[config.mk]
export PLATFORM = sky130hd
export DESIGN_NAME = bus_cmd_master
export DESIGN_NICKNAME = d
export VERILOG_FILES = /design/src/rtl/bus_cmd_pkg.sv /design/src/rtl/bus_cmd_master.sv
export SDC_FILE = /design/constraint.sdc
export NUM_CORES = 1
export LEC_CHECK = 0
export ABC_AREA = 0
export CAP_MARGIN = 20
export CELL_PAD_IN_SITES_DETAIL_PLACEMENT = 0
export CELL_PAD_IN_SITES_GLOBAL_PLACEMENT = 1
export CORE_UTILIZATION = 30
export CTS_CLUSTER_DIAMETER = 120
export DETAILED_ROUTE_END_ITERATION = 10
export GPL_ROUTABILITY_DRIVEN = 1
export MAX_ROUTING_LAYER = met4
export PLACE_DENSITY = 0.6
export SETUP_SLACK_MARGIN = 0.3
export SYNTH_ARGS = -nofsm -noshare
export SYNTH_HDL_FRONTEND = slang
export SYNTH_SLANG_ARGS = --single-unit
[constraint.sdc]
create_clock -name clk -period 7.2 [get_ports clk]
set_clock_uncertainty 0.2 [all_clocks]
set_input_delay 1.44 -clock clk [delete_from_list [all_inputs] [get_ports clk]]
set_output_delay 1.44 -clock clk [all_outputs]
set_load 0.01 [all_outputs]
[src/rtl/bus_cmd_pkg.sv]
// Shared constants and types for the byte-command bus initiator.
// Holds opcodes, response codes and the FSM state encoding.
package bus_cmd_pkg;

    localparam logic [7:0] OP_WRITE_WORD = 8'h57;
    localparam logic [7:0] OP_READ_WORD  = 8'h52;
    localparam logic [7:0] OP_WRITE_BYTE = 8'h42;
    localparam logic [7:0] RSP_ACK       = 8'h06;
    localparam logic [7:0] RSP_NAK       = 8'h15;

    typedef enum logic [2:0] {
        ST_IDLE = 3'd0,
        ST_ADDR = 3'd1,
        ST_DATA = 3'd2,
        ST_BUS  = 3'd3,
        ST_RESP = 3'd4
    } state_e;

    function automatic logic is_opcode(input logic [7:0] b);
        return (b == OP_WRITE_WORD) || (b == OP_READ_WORD) || (b == OP_WRITE_BYTE);
    endfunction

    function automatic logic [3:0] lane_mask(input logic [1:0] a);
        return 4'b0001 << a;
    endfunction

endpackage

[src/rtl/bus_cmd_master.sv]
// Byte-stream command decoder that issues single bus transactions and
// streams back an ACK, NAK or the little-endian read word.
module bus_cmd_master
    import bus_cmd_pkg::*;
#(
    parameter int unsigned TIMEOUT = 1024
) (
    input  logic        clk,
    input  logic        rst_n,
    input  logic [7:0]  rx_data,
    input  logic        rx_valid,
    output logic        rx_ready,
    output logic [7:0]  tx_data,
    output logic        tx_valid,
    input  logic        tx_ready,
    output logic [31:0] bus_addr,
    output logic [31:0] bus_wdata,
    output logic [3:0]  bus_wmask,
    output logic        bus_wen,
    output logic        bus_ren,
    input  logic [31:0] bus_rdata,
    input  logic        bus_done,
    output logic        busy,
    output logic        err
);

    localparam logic [31:0] TIMEOUT_M1 = 32'(TIMEOUT - 1);

    state_e      state_r;
    logic [7:0]  op_r;
    logic [1:0]  byte_cnt_r;
    logic [31:0] wait_cnt_r;
    logic [31:0] addr_r;
    logic [31:0] wdata_r;
    logic [3:0]  wmask_r;
    logic        wen_r;
    logic        ren_r;
    logic        rx_ready_r;
    logic        tx_valid_r;
    logic [7:0]  tx_data_r;
    logic [23:0] resp_sh_r;
    logic [1:0]  resp_left_r;
    logic        busy_r;
    logic        err_r;

    logic rx_fire_s;
    logic tx_fire_s;
    logic timeout_s;

    assign rx_fire_s = rx_valid && rx_ready_r;
    assign tx_fire_s = tx_valid_r && tx_ready;
    assign timeout_s = (wait_cnt_r == TIMEOUT_M1);

    // Command FSM: field shift-in, bus request, response shift-out.
    always_ff @(posedge clk or negedge rst_n) begin
        if (!rst_n) begin
            state_r     <= ST_IDLE;
            op_r        <= 8'h00;
            byte_cnt_r  <= 2'd0;
            wait_cnt_r  <= 32'd0;
            addr_r      <= 32'd0;
            wdata_r     <= 32'd0;
            wmask_r     <= 4'd0;
            wen_r       <= 1'b0;
            ren_r       <= 1'b0;
            rx_ready_r  <= 1'b0;
            tx_valid_r  <= 1'b0;
            tx_data_r   <= 8'h00;
            resp_sh_r   <= 24'd0;
            resp_left_r <= 2'd0;
            busy_r      <= 1'b0;
            err_r       <= 1'b0;
        end else begin
            case (state_r)
                ST_IDLE: begin
                    rx_ready_r <= 1'b1;
                    if (rx_fire_s) begin
                        busy_r <= 1'b1;
                        if (is_opcode(rx_data)) begin
                            op_r       <= rx_data;
                            byte_cnt_r <= 2'd0;
                            state_r    <= ST_ADDR;
                        end else begin
                            tx_data_r   <= RSP_NAK;
                            tx_valid_r  <= 1'b1;
                            resp_left_r <= 2'd0;
                            err_r       <= 1'b1;
                            rx_ready_r  <= 1'b0;
                            state_r     <= ST_RESP;
                        end
                    end
                end
                ST_ADDR: begin
                    if (rx_fire_s) begin
                        addr_r     <= {rx_data, addr_r[31:8]};
                        byte_cnt_r <= byte_cnt_r + 2'd1;
                        if (byte_cnt_r == 2'd3) begin
                            if (op_r == OP_READ_WORD) begin
                                wmask_r    <= 4'h0;
                                rx_ready_r <= 1'b0;
                                state_r    <= ST_BUS;
                            end else begin
                                state_r <= ST_DATA;
                            end
                        end
                    end
                end
                ST_DATA: begin
                    if (rx_fire_s) begin
                        if (op_r == OP_WRITE_BYTE) begin
                            // Byte writes put the data on every lane; the mask picks one.
                            wdata_r    <= {4{rx_data}};
                            wmask_r    <= lane_mask(addr_r[1:0]);
                            rx_ready_r <= 1'b0;
                            state_r    <= ST_BUS;
                        end else begin
                            wdata_r    <= {rx_data, wdata_r[31:8]};
                            byte_cnt_r <= byte_cnt_r + 2'd1;
                            if (byte_cnt_r == 2'd3) begin
                                wmask_r    <= 4'hF;
                                rx_ready_r <= 1'b0;
                                state_r    <= ST_BUS;
                            end
                        end
                    end
                end
                ST_BUS: begin
                    if (!(wen_r || ren_r)) begin
                        wen_r      <= (op_r != OP_READ_WORD);
                        ren_r      <= (op_r == OP_READ_WORD);
                        wait_cnt_r <= 32'd0;
                    end else if (bus_done) begin
                        // Completion beats a timeout landing in the same cycle.
                        wen_r      <= 1'b0;
                        ren_r      <= 1'b0;
                        tx_valid_r <= 1'b1;
                        state_r    <= ST_RESP;
                        if (ren_r) begin
                            tx_data_r   <= bus_rdata[7:0];
                            resp_sh_r   <= bus_rdata[31:8];
                            resp_left_r <= 2'd3;
                        end else begin
                            tx_data_r   <= RSP_ACK;
                            resp_left_r <= 2'd0;
                        end
                    end else if (timeout_s) begin
                        wen_r       <= 1'b0;
                        ren_r       <= 1'b0;
                        tx_valid_r  <= 1'b1;
                        tx_data_r   <= RSP_NAK;
                        resp_left_r <= 2'd0;
                        err_r       <= 1'b1;
                        state_r     <= ST_RESP;
                    end else begin
                        wait_cnt_r <= wait_cnt_r + 32'd1;
                    end
                end
                ST_RESP: begin
                    if (tx_fire_s) begin
                        if (resp_left_r == 2'd0) begin
                            tx_valid_r <= 1'b0;
                            busy_r     <= 1'b0;
                            rx_ready_r <= 1'b1;
                            state_r    <= ST_IDLE;
                        end else begin
                            tx_data_r   <= resp_sh_r[7:0];
                            resp_sh_r   <= {8'h00, resp_sh_r[23:8]};
                            resp_left_r <= resp_left_r - 2'd1;
                        end
                    end
                end
                default: begin
                    wen_r      <= 1'b0;
                    ren_r      <= 1'b0;
                    tx_valid_r <= 1'b0;
                    rx_ready_r <= 1'b0;
                    busy_r     <= 1'b0;
                    state_r    <= ST_IDLE;
                end
            endcase
        end
    end

    assign rx_ready  = rx_ready_r;
    assign tx_data   = tx_data_r;
    assign tx_valid  = tx_valid_r;
    assign bus_addr  = addr_r;
    assign bus_wdata = wdata_r;
    assign bus_wmask = wmask_r;
    assign bus_wen   = wen_r;
    assign bus_ren   = ren_r;
    assign busy      = busy_r;
    assign err       = err_r;

endmodule

==> results.yml, run 1 <==
cts:
  clk_pin_slew_ns: 0.07
  cts_tree: "built"
  clk_latency_ns: 0.42
  holdBufCountCts: 0
  htree_levels: 4
  post_cts_resized: 0
  clock-sinks: 153
  cts_root_buf: "clkbuf_16"
  cts_buffer_depth: 2
  cts_made_buffers: 17
  cts_setup_buffers: 0
timing:
  slew_headroom_pct: 39.0
  setup_tns_ns: 0
  period_share_pct: 55.4
  fin_crit_ns: 3.99
  slew_violations: 0
  final-hold-violation-count: 0
  rsz0062_at_grt: "no"
  hold_slack_ns: 0.270
  worst_slew_pin_slew_ns: 0.915
  finalSetupViolCount: 0
  fmax_mhz: 251
hold_path:
  hold_class: "register to register"
  hold-path-endpoint: "resp_sh_r[18]"
  min_path_cells: 2
  min_from: "resp_sh_r[18]"
route:
  detail_route.wl_per_cell_um: 16.8
  drc: 0
  routed_via_density: 5.10
  totalWireLength_mm: 19.2
  via_count: 5810
  antenna_left: 0
  drtPass1Iterations: 5
  drt-initial-drc-count: 435
global_routing:
  grt_first_pass_wirelength_mm: 30.9
  grt_max_degree: 94
  grt_remaining_overflow: 0
  grt_pass1_vias: 5777
  grtUsageTotal_pct: 16.7
  antenna_found_initial: 0
yosys:
  synth_compound_area_share_pct: 14.9
  synth_flop_cell: "dfrtp_1"
  syn_area_um2: 7200
  synth-seq-cells: 153
  ys_warn_count: 0
  muxShareOfSynthArea_pct: 11.7
  synth_cell_types: 55
  synthesis.nets: 744
  syn-instance-count: 696
  synth_top_family_by_area: "simple AND/OR/NAND/NOR gates"
  synth_edf_count: 0
  synth_simple_gate_area_share_pct: 16.6
  synth.avg_cell_area_um2: 10.3
  synth_xor_area_share_pct: 0.122
  synth_fa_ha_area_share_pct: 0.522
  seq_area_frac_synth_pct: 53.2
  synthArstFlopShare_pct: 100
die:
  start_util_pct: 30.7
  die_h_um: 157
  ios: 127
  die_width_um: 157
  fp-row-count: 56
  core_area_um2: 23500
  fp.dieArea_um2: 24600
worst_setup_path:
  reg2reg_slack_ns: 4.07
  regToRegStartpoint: "wait_cnt_r[23]"
  required_ns: 7.30
  r2r_end: "wait_cnt_r[14]"
  ff2ff_path_depth: 5
  path_class: "input pin to register"
  worstPathMaxFanout: 10
  start_kind: "input pin"
  arrival_ns: 4.09
  endpoint_kind: "register"
  cp-startpoint: "rx_data[2]"
placement:
  place.detailed.hpwl_mm: 13.0
  gp_congestion: 0.810
  io_buffers: 126
final_layout:
  diodes: 0
  final_common_cell: "dfrtp_1"
  layout-drive-gt1-share_pct: 14.3
  fin_nets: 857
  area_delta_synth_final_pct: 29.9
  mostFrequentLayoutCells: "dfrtp_1 (153), clkdlybuf4s50_1 (125), nand2_1 (91)"
flow_run:
  cap_violations: 0
power:
  power.leakage_nw: 3.96
  powerDensity_nw_per_um2: 376
  peakVddDrop_uv: 156
status:
  run_status: "completed"
==> critical path: stages <==
cell and delay (ns):
clkdlybuf4s50_1 0.55, and3_1 0.24, o2111ai_1 0.49, a31oi_1 0.28, nor4_4 0.67, mux2_2 0.41
==> how the worst max path moves through the flow <==
stage	to	cells past startpoint
2_1_floorplan	resp_left_r[0]	5
3_3_place_gp	tx_data[4]	6
3_5_place_dp	tx_data[7]	6
4_1_cts	tx_data[6]	6
5_1_grt	tx_data[0]	6
6_report	tx_data[1]	6
==> logic make-up (layout without fill, tap and decap cells) <==
logic type,Yosys count,after routing
compound gates,169,169
xor+xnor,1,1
fa+ha+maj,3,3
buf+inv,51,176
flops,153,153
mux,77,77
simple gates,242,242
==> metal layers <==
layer / GRT usage, % / share of wire (%) / vias up
li1: - / - / 2784
met1: 21.4 / 46 / 2875
met2: 26.1 / 49 / 133
met3: 4.02 / 3.9 / 18
met4: 4.86 / 1.0 / 0
met5: - / 0 / -
==> state kept, by name, indices dropped and copies added (netlist names), 3 cells and up <==
name / cells
bus_wdata: 32
tx_data: 8
bus_wmask: 4
op_r: 8
resp_sh_r: 24
state_r: 3
bus_addr: 32
wait_cnt_r: 32
==> final cells by class <==
type	instances	area [um2]
clock buffers	17	425
clock inverters	14	136
fillers	2237	14100
inverters	12	45.0
multi-input cells	492	3170
flip-flops and latches	153	3830
well taps	319	399
repair buffers	133	1340
==> power by group <==
part / switching (W) / leakage, nW / internal, W
Clock: 0.000386 / 0.268 / 0.000482
Sequential: 0.000221 / 2.00 / 0.00113
Combinational: 0.000595 / 1.69 / 0.000703
==> synth_stat cells, types with 8 or more instances <==
master / n / area (um2)
nand2_1: 91 / 342
clkbuf_1: 29 / 109
a41oi_1: 8 / 70.1
inv_1: 12 / 45.0
nor3_1: 17 / 85.1
mux2i_1: 20 / 200
nand3_1: 32 / 160
mux2_2: 57 / 642
nor2_1: 43 / 161
a21oi_1: 28 / 140
dfrtp_1: 153 / 3830
o21ai_0: 38 / 190
and3_1: 8 / 50.1
a31oi_1: 54 / 338
==> per-stage QoR <==
| step | utilization, % | setup WS (ns) | cells | cell area, um2 | total power, W |
|---|---|---|---|---|---|
| 5_1_grt | 39.8 | 3.05 | 1140 | 9350 | 0.00375 |
| 2_1_floorplan | - | 3.81 | 696 | 7200 | 0.00202 |
| 6_report | 39.8 | 3.21 | 1140 | 9350 | 0.00352 |
| 3_5_place_dp | 37.3 | 2.76 | 1107 | 8740 | 0.00267 |
| 4_1_cts | 39.6 | 3.19 | 1138 | 9310 | 0.00356 |
| 3_3_place_gp | 37.3 | 2.81 | 1107 | 8740 | 0.00265 |
(Power assumes the default switching activity.)
==> run 2, diff against run 1 <==
PLACE_DENSITY = 0.62   (was 0.6)
clock period = 3.5 ns   (was 7.2 ns; I/O delays follow)
==> run 2 against run 1 <==
Final cell count rose by 1.2%. Wire length rose by 0.57%. First-iteration DRC count fell by 35%. Critical path depth did not move. Combinational power rose by 110%. Count of clock-buffer cells in the layout did not move. Highest routed layer unchanged.
==> results.yml, run 2 (same netlist as run 1, synthesis figures left out) <==
cts:
  holdBufCountCts: 0
  cts_root_buf: "clkbuf_16"
  clk_latency_ns: 0.43
  clk_pin_slew_ns: 0.07
  clock-sinks: 153
  cts_tree: "built"
  post_cts_resized: 0
  htree_levels: 4
  cts_setup_buffers: 0
  cts_made_buffers: 17
  cts_buffer_depth: 2
route:
  drc: 0
  totalWireLength_mm: 19.3
  drt-initial-drc-count: 284
  antenna_left: 0
  detail_route.wl_per_cell_um: 16.7
  drtPass1Iterations: 4
  via_count: 5803
  routed_via_density: 5.03
global_routing:
  grtUsageTotal_pct: 17.1
  antenna_found_initial: 0
  grt_pass1_vias: 5861
  grt_first_pass_wirelength_mm: 31.8
  grt_remaining_overflow: 0
  grt_max_degree: 77
worst_setup_path:
  cp.depth: 6
  required_ns: 3.61
  ff2ff_path_depth: 6
  cp_num_buf_inv: 1
  start_kind: "register"
  cp_slowest_cell: "or4_1"
  crit_path_frequent_cell: "nor4_4"
  worstPathMaxFanout: 10
  arrival_ns: 2.93
  path_class: "register to register"
  cp_cell_sequence: "or4_1, nor4_4, a21boi_2, nor4_4, buf_4, mux2_2"
  cp_slowest_stage_delay_ns: 0.64
  crit_family: "simple AND/OR/NAND/NOR gates"
  endpoint_kind: "register"
timing:
  fin_crit_ns: 2.82
  final-hold-violation-count: 0
  worst_slew_pin_slew_ns: 0.780
  rsz0062_at_grt: "no"
  worst_slack_ns: 0.679
  slew_headroom_pct: 48.0
  finalSetupViolCount: 0
  period_share_pct: 80.6
  fmax_mhz: 354
  setup_tns_ns: 0
  slew_violations: 0
placement:
  gp_congestion: 0.821
  io_buffers: 126
  place.detailed.hpwl_mm: 13.5
  placed_cells: 1122
  dp_worst_setup_slack_ns: 0.269
die:
  die_width_um: 157
  core_area_um2: 23500
  start_util_pct: 30.7
  ios: 127
  die_h_um: 157
  fp.dieArea_um2: 24600
  fp-row-count: 56
power:
  peakVddDrop_uv: 283
  power.leakage_nw: 4.05
  power_w: 0.00742
  powerDensity_nw_per_um2: 783
final_layout:
  fin_cells: 1154
  final_common_cell: "dfrtp_1"
  layout-drive-gt1-share_pct: 15.7
  diodes: 0
  fin_nets: 870
  mostFrequentLayoutCells: "dfrtp_1 (153), clkdlybuf4s50_1 (125), nand2_1 (91)"
  area_delta_synth_final_pct: 31.7
status:
  run_status: "completed"
hold_path:
  hold_class: "input pin to asynchronous set/reset pin"
flow_run:
  cap_violations: 0
==> run 2: cell type report <==
class / instances / area, um2
multi-input cells: 492 / 3170
fillers: 2282 / 14000
well taps: 319 / 399
clock inverters: 15 / 193
inverters: 12 / 45.0
flip-flops and latches: 153 / 3830
clock buffers: 17 / 425
repair buffers: 146 / 1410
==> run 2: metrics by stage <==
step | util, % | hold slack (ns) | area (um2)
6_report | 40.4 | 0.0662 | 9480
5_1_grt | 40.4 | 0.147 | 9480
4_1_cts | 40.4 | 0.130 | 9480
3_5_place_dp | 37.7 | 0.255 | 8860
3_3_place_gp | 37.7 | 0.249 | 8860
2_1_floorplan | - | 0.204 | 7200
==> run 2: layer usage <==
layer | vias up | track usage, % | share of wire, %
met3 | 15 | 3.85 | 3.7
met4 | 0 | 4.95 | 0.88
met1 | 2870 | 22.0 | 47
met2 | 114 | 26.9 | 49
li1 | 2804 | - | -
met5 | - | - | 0
==> run 2: report_power, final <==
| part | switching (W) | total, W | internal (W) |
|---|---|---|---|
| clock | 0.000855 | 0.00195 | 0.00110 |
| combinational | 0.00121 | 0.00267 | 0.00146 |
| sequential | 0.000469 | 0.00280 | 0.00233 |
==> run 2: worst register-to-register path, stage by stage, from the launching register on <==
cell and delay [ns]:
dfrtp_1 0.47, or4_1 0.64, nor4_4 0.34, a21boi_2 0.18, nor4_4 0.29, buf_4 0.23, mux2_2 0.36
==> run 2: worst paths after layout <==
| kind | end | startpoint | slack (ns) |
|---|---|---|---|
| max in group asynchronous | bus_wdata[8] | rst_n | 2.22 |
| worst min register to register | resp_sh_r[21] | resp_sh_r[21] | 0.27 |
| worst min-delay path | wait_cnt_r[3] | rst_n | 0.07 |
| worst max register to register | tx_data[4] | wait_cnt_r[23] | 0.68 |
| min in group clk | resp_sh_r[21] | resp_sh_r[21] | 0.27 |
| worst max-delay path | tx_data[4] | wait_cnt_r[23] | 0.68 |
==> run 3, diff against run 2 <==
PLACE_DENSITY = 0.6   (was 0.62)
clock period = 2.6 ns   (was 3.5 ns; I/O delays follow)
==> run 3 against run 2 <==
Critical endpoint is now wait_cnt_r[11]. Maximum frequency rose by 12%. Global-route usage rose by 1.3 points. Register-to-register slack got worse by 0.61 ns. Utilization rose by 4.3 points. Largest cell class unchanged. Count of clock-buffer cells in the layout did not move. Wire length rose by 8.8%.
==> results.yml, run 3 (same netlist as run 1, synthesis figures left out) <==
route:
  drtPass1Iterations: 7
  m1WireLength_mm: 9.13
  drt-initial-drc-count: 273
  top_layer: "met4"
  detail_route.wl_per_cell_um: 17.1
  drc: 0
  via_count: 6077
  antenna_left: 0
  totalWireLength_mm: 21.0
  routed_via_density: 4.96
  met3_length_um: 610
  wl_met2_mm: 11.0
final_layout:
  mostFrequentLayoutCells: "dfrtp_1 (151), clkdlybuf4s50_1 (125), nand2_1 (91)"
  diodes: 0
  layout-drive-gt1-share_pct: 26.3
  area_delta_synth_final_pct: 45.7
  final_common_cell: "dfrtp_1"
  final_util_pct: 44.7
  fin_nets: 941
worst_setup_path:
  start_kind: "register"
  regToRegStartpoint: "wait_cnt_r[20]"
  reg2reg_slack_ns: 0.07
  r2r_end: "wait_cnt_r[11]"
  endpoint_kind: "register"
  crit_end: "wait_cnt_r[11]"
  required_ns: 2.74
  arrival_ns: 2.67
  ff2ff_path_depth: 7
  path_class: "register to register"
  cp-startpoint: "wait_cnt_r[20]"
  worstPathMaxFanout: 6
power:
  power_frac_comb_pct: 39.1
  power.leakage_nw: 4.50
  clockPowerShare_pct: 24.2
  power.internal_w: 0.00667
  p_seq_share_pct: 36.7
  peakVddDrop_uv: 501
  powerDensity_nw_per_um2: 976
  sw_frac_of_total_pct: 34.8
  p_switching_w: 0.00356
die:
  fp-row-count: 56
  fp.dieArea_um2: 24600
  ios: 127
  die_width_um: 157
  die_h_um: 157
  core_area_um2: 23500
  start_util_pct: 30.7
timing:
  period_share_pct: 97.2
  finalSetupViolCount: 0
  final-hold-violation-count: 0
  fin_crit_ns: 2.53
  rsz0062_at_grt: "yes"
  fmax_mhz: 396
  worst_slew_pin_slew_ns: 0.524
  slew_violations: 0
  slew_headroom_pct: 65.0
  worst_slack_ns: 0.0730
placement:
  io_buffers: 126
  dp_worst_setup_slack_ns: -0.489
  place.detailed.hpwl_mm: 14.3
  gp_congestion: 0.821
status:
  run_status: "completed"
flow_run:
  cap_violations: 0
global_routing:
  grt_remaining_overflow: 0
  grt_first_pass_wirelength_mm: 33.8
  grt_pass1_vias: 6116
  antenna_found_initial: 0
  grt_max_degree: 48
  grtUsageTotal_pct: 18.4
cts:
  htree_levels: 4
  clk_pin_slew_ns: 0.08
  clk_latency_ns: 0.43
  cts_made_buffers: 17
  cts_tree: "built"
  cts_buffer_depth: 2
  clock-sinks: 153
  cts_root_buf: "clkbuf_16"
hold_path:
  min_from: "resp_sh_r[17]"
  hold_class: "register to register"
  min_path_cells: 2
==> run 3: cell count changes in the layout (fill, tap and decap cells not counted), sizes merged, moves of 2 or more <==
| cell | previous run | this run |
|---|---|---|
| buf | 21 | 88 |
| clkinv | 1 | 5 |
| bufinv | 2 | 0 |
| nand2 | 92 | 95 |
==> run 3: final cells by class <==
| type | instances | area (um2) |
|---|---|---|
| clock buffer | 17 | 425 |
| multi-input combinational | 495 | 3550 |
| sequential | 153 | 3830 |
| tap | 319 | 399 |
| inverter | 12 | 45.0 |
| timing repair buffer | 214 | 2070 |
| fill | 2198 | 13000 |
| clock inverter | 15 | 156 |
==> run 3: how the worst min path moves through the flow <==
| stage | slack, ns | endpoint |
|---|---|---|
| after floorplan | 0.02 | bus_addr[0] |
| after global placement | 0.25 | resp_sh_r[20] |
| after detailed placement | 0.26 | resp_sh_r[16] |
| after CTS | 0.27 | resp_sh_r[16] |
| after global routing | 0.29 | op_r[6] |
| final | 0.27 | resp_sh_r[17] |
==> run 3: timing repair <==
item                       CTS  global route
resized for setup           31            21
setup buffers                9             5
gates cloned                 3             0
hold buffers                 1             0
pin swaps                   19            11
hold endpoints to repair    44             0
setup endpoints to repair   59            79
==> run 3: worst max-delay path, cell delays in order, from the launching register on <==
cell and delay (ns):
dfrtp_1 0.38, or4_4 0.57, or4_4 0.55, o21ai_4 0.19, buf_12 0.18, buf_6 0.12, a22oi_2 0.06, o21bai_1 0.17
==> run 3: metrics by stage <==
step	TNS [ns]	area, um2	total power [W]	hold slack [ns]	cells
after detailed placement	-6.02	9400	0.00765	0.258	1175
after global placement	-6.12	9400	0.00756	0.249	1175
final	0	10500	0.0102	0.271	1225
after global routing	0	10500	0.0109	0.290	1225
after CTS	0	10300	0.0103	0.275	1220
after floorplan	0	7260	0.00563	0.0244	696
==> run 3: layer usage <==
metal / up-vias / global-route usage [%]
li1: 2947 / -
met1: 3014 / 22.3
met2: 95 / 30.9
met3: 21 / 3.49
met4: 0 / 5.46
met5: - / -
==> run 3: power by group through the flow <==
stage	Combinational, W	Clock (W)	Sequential, W
after floorplan	0.00177	0	0.00386
after global placement	0.00380	0	0.00377
after detailed placement	0.00385	0	0.00380
after CTS	0.00401	0.00255	0.00376
after global routing	0.00432	0.00266	0.00388
final	0.00400	0.00248	0.00375
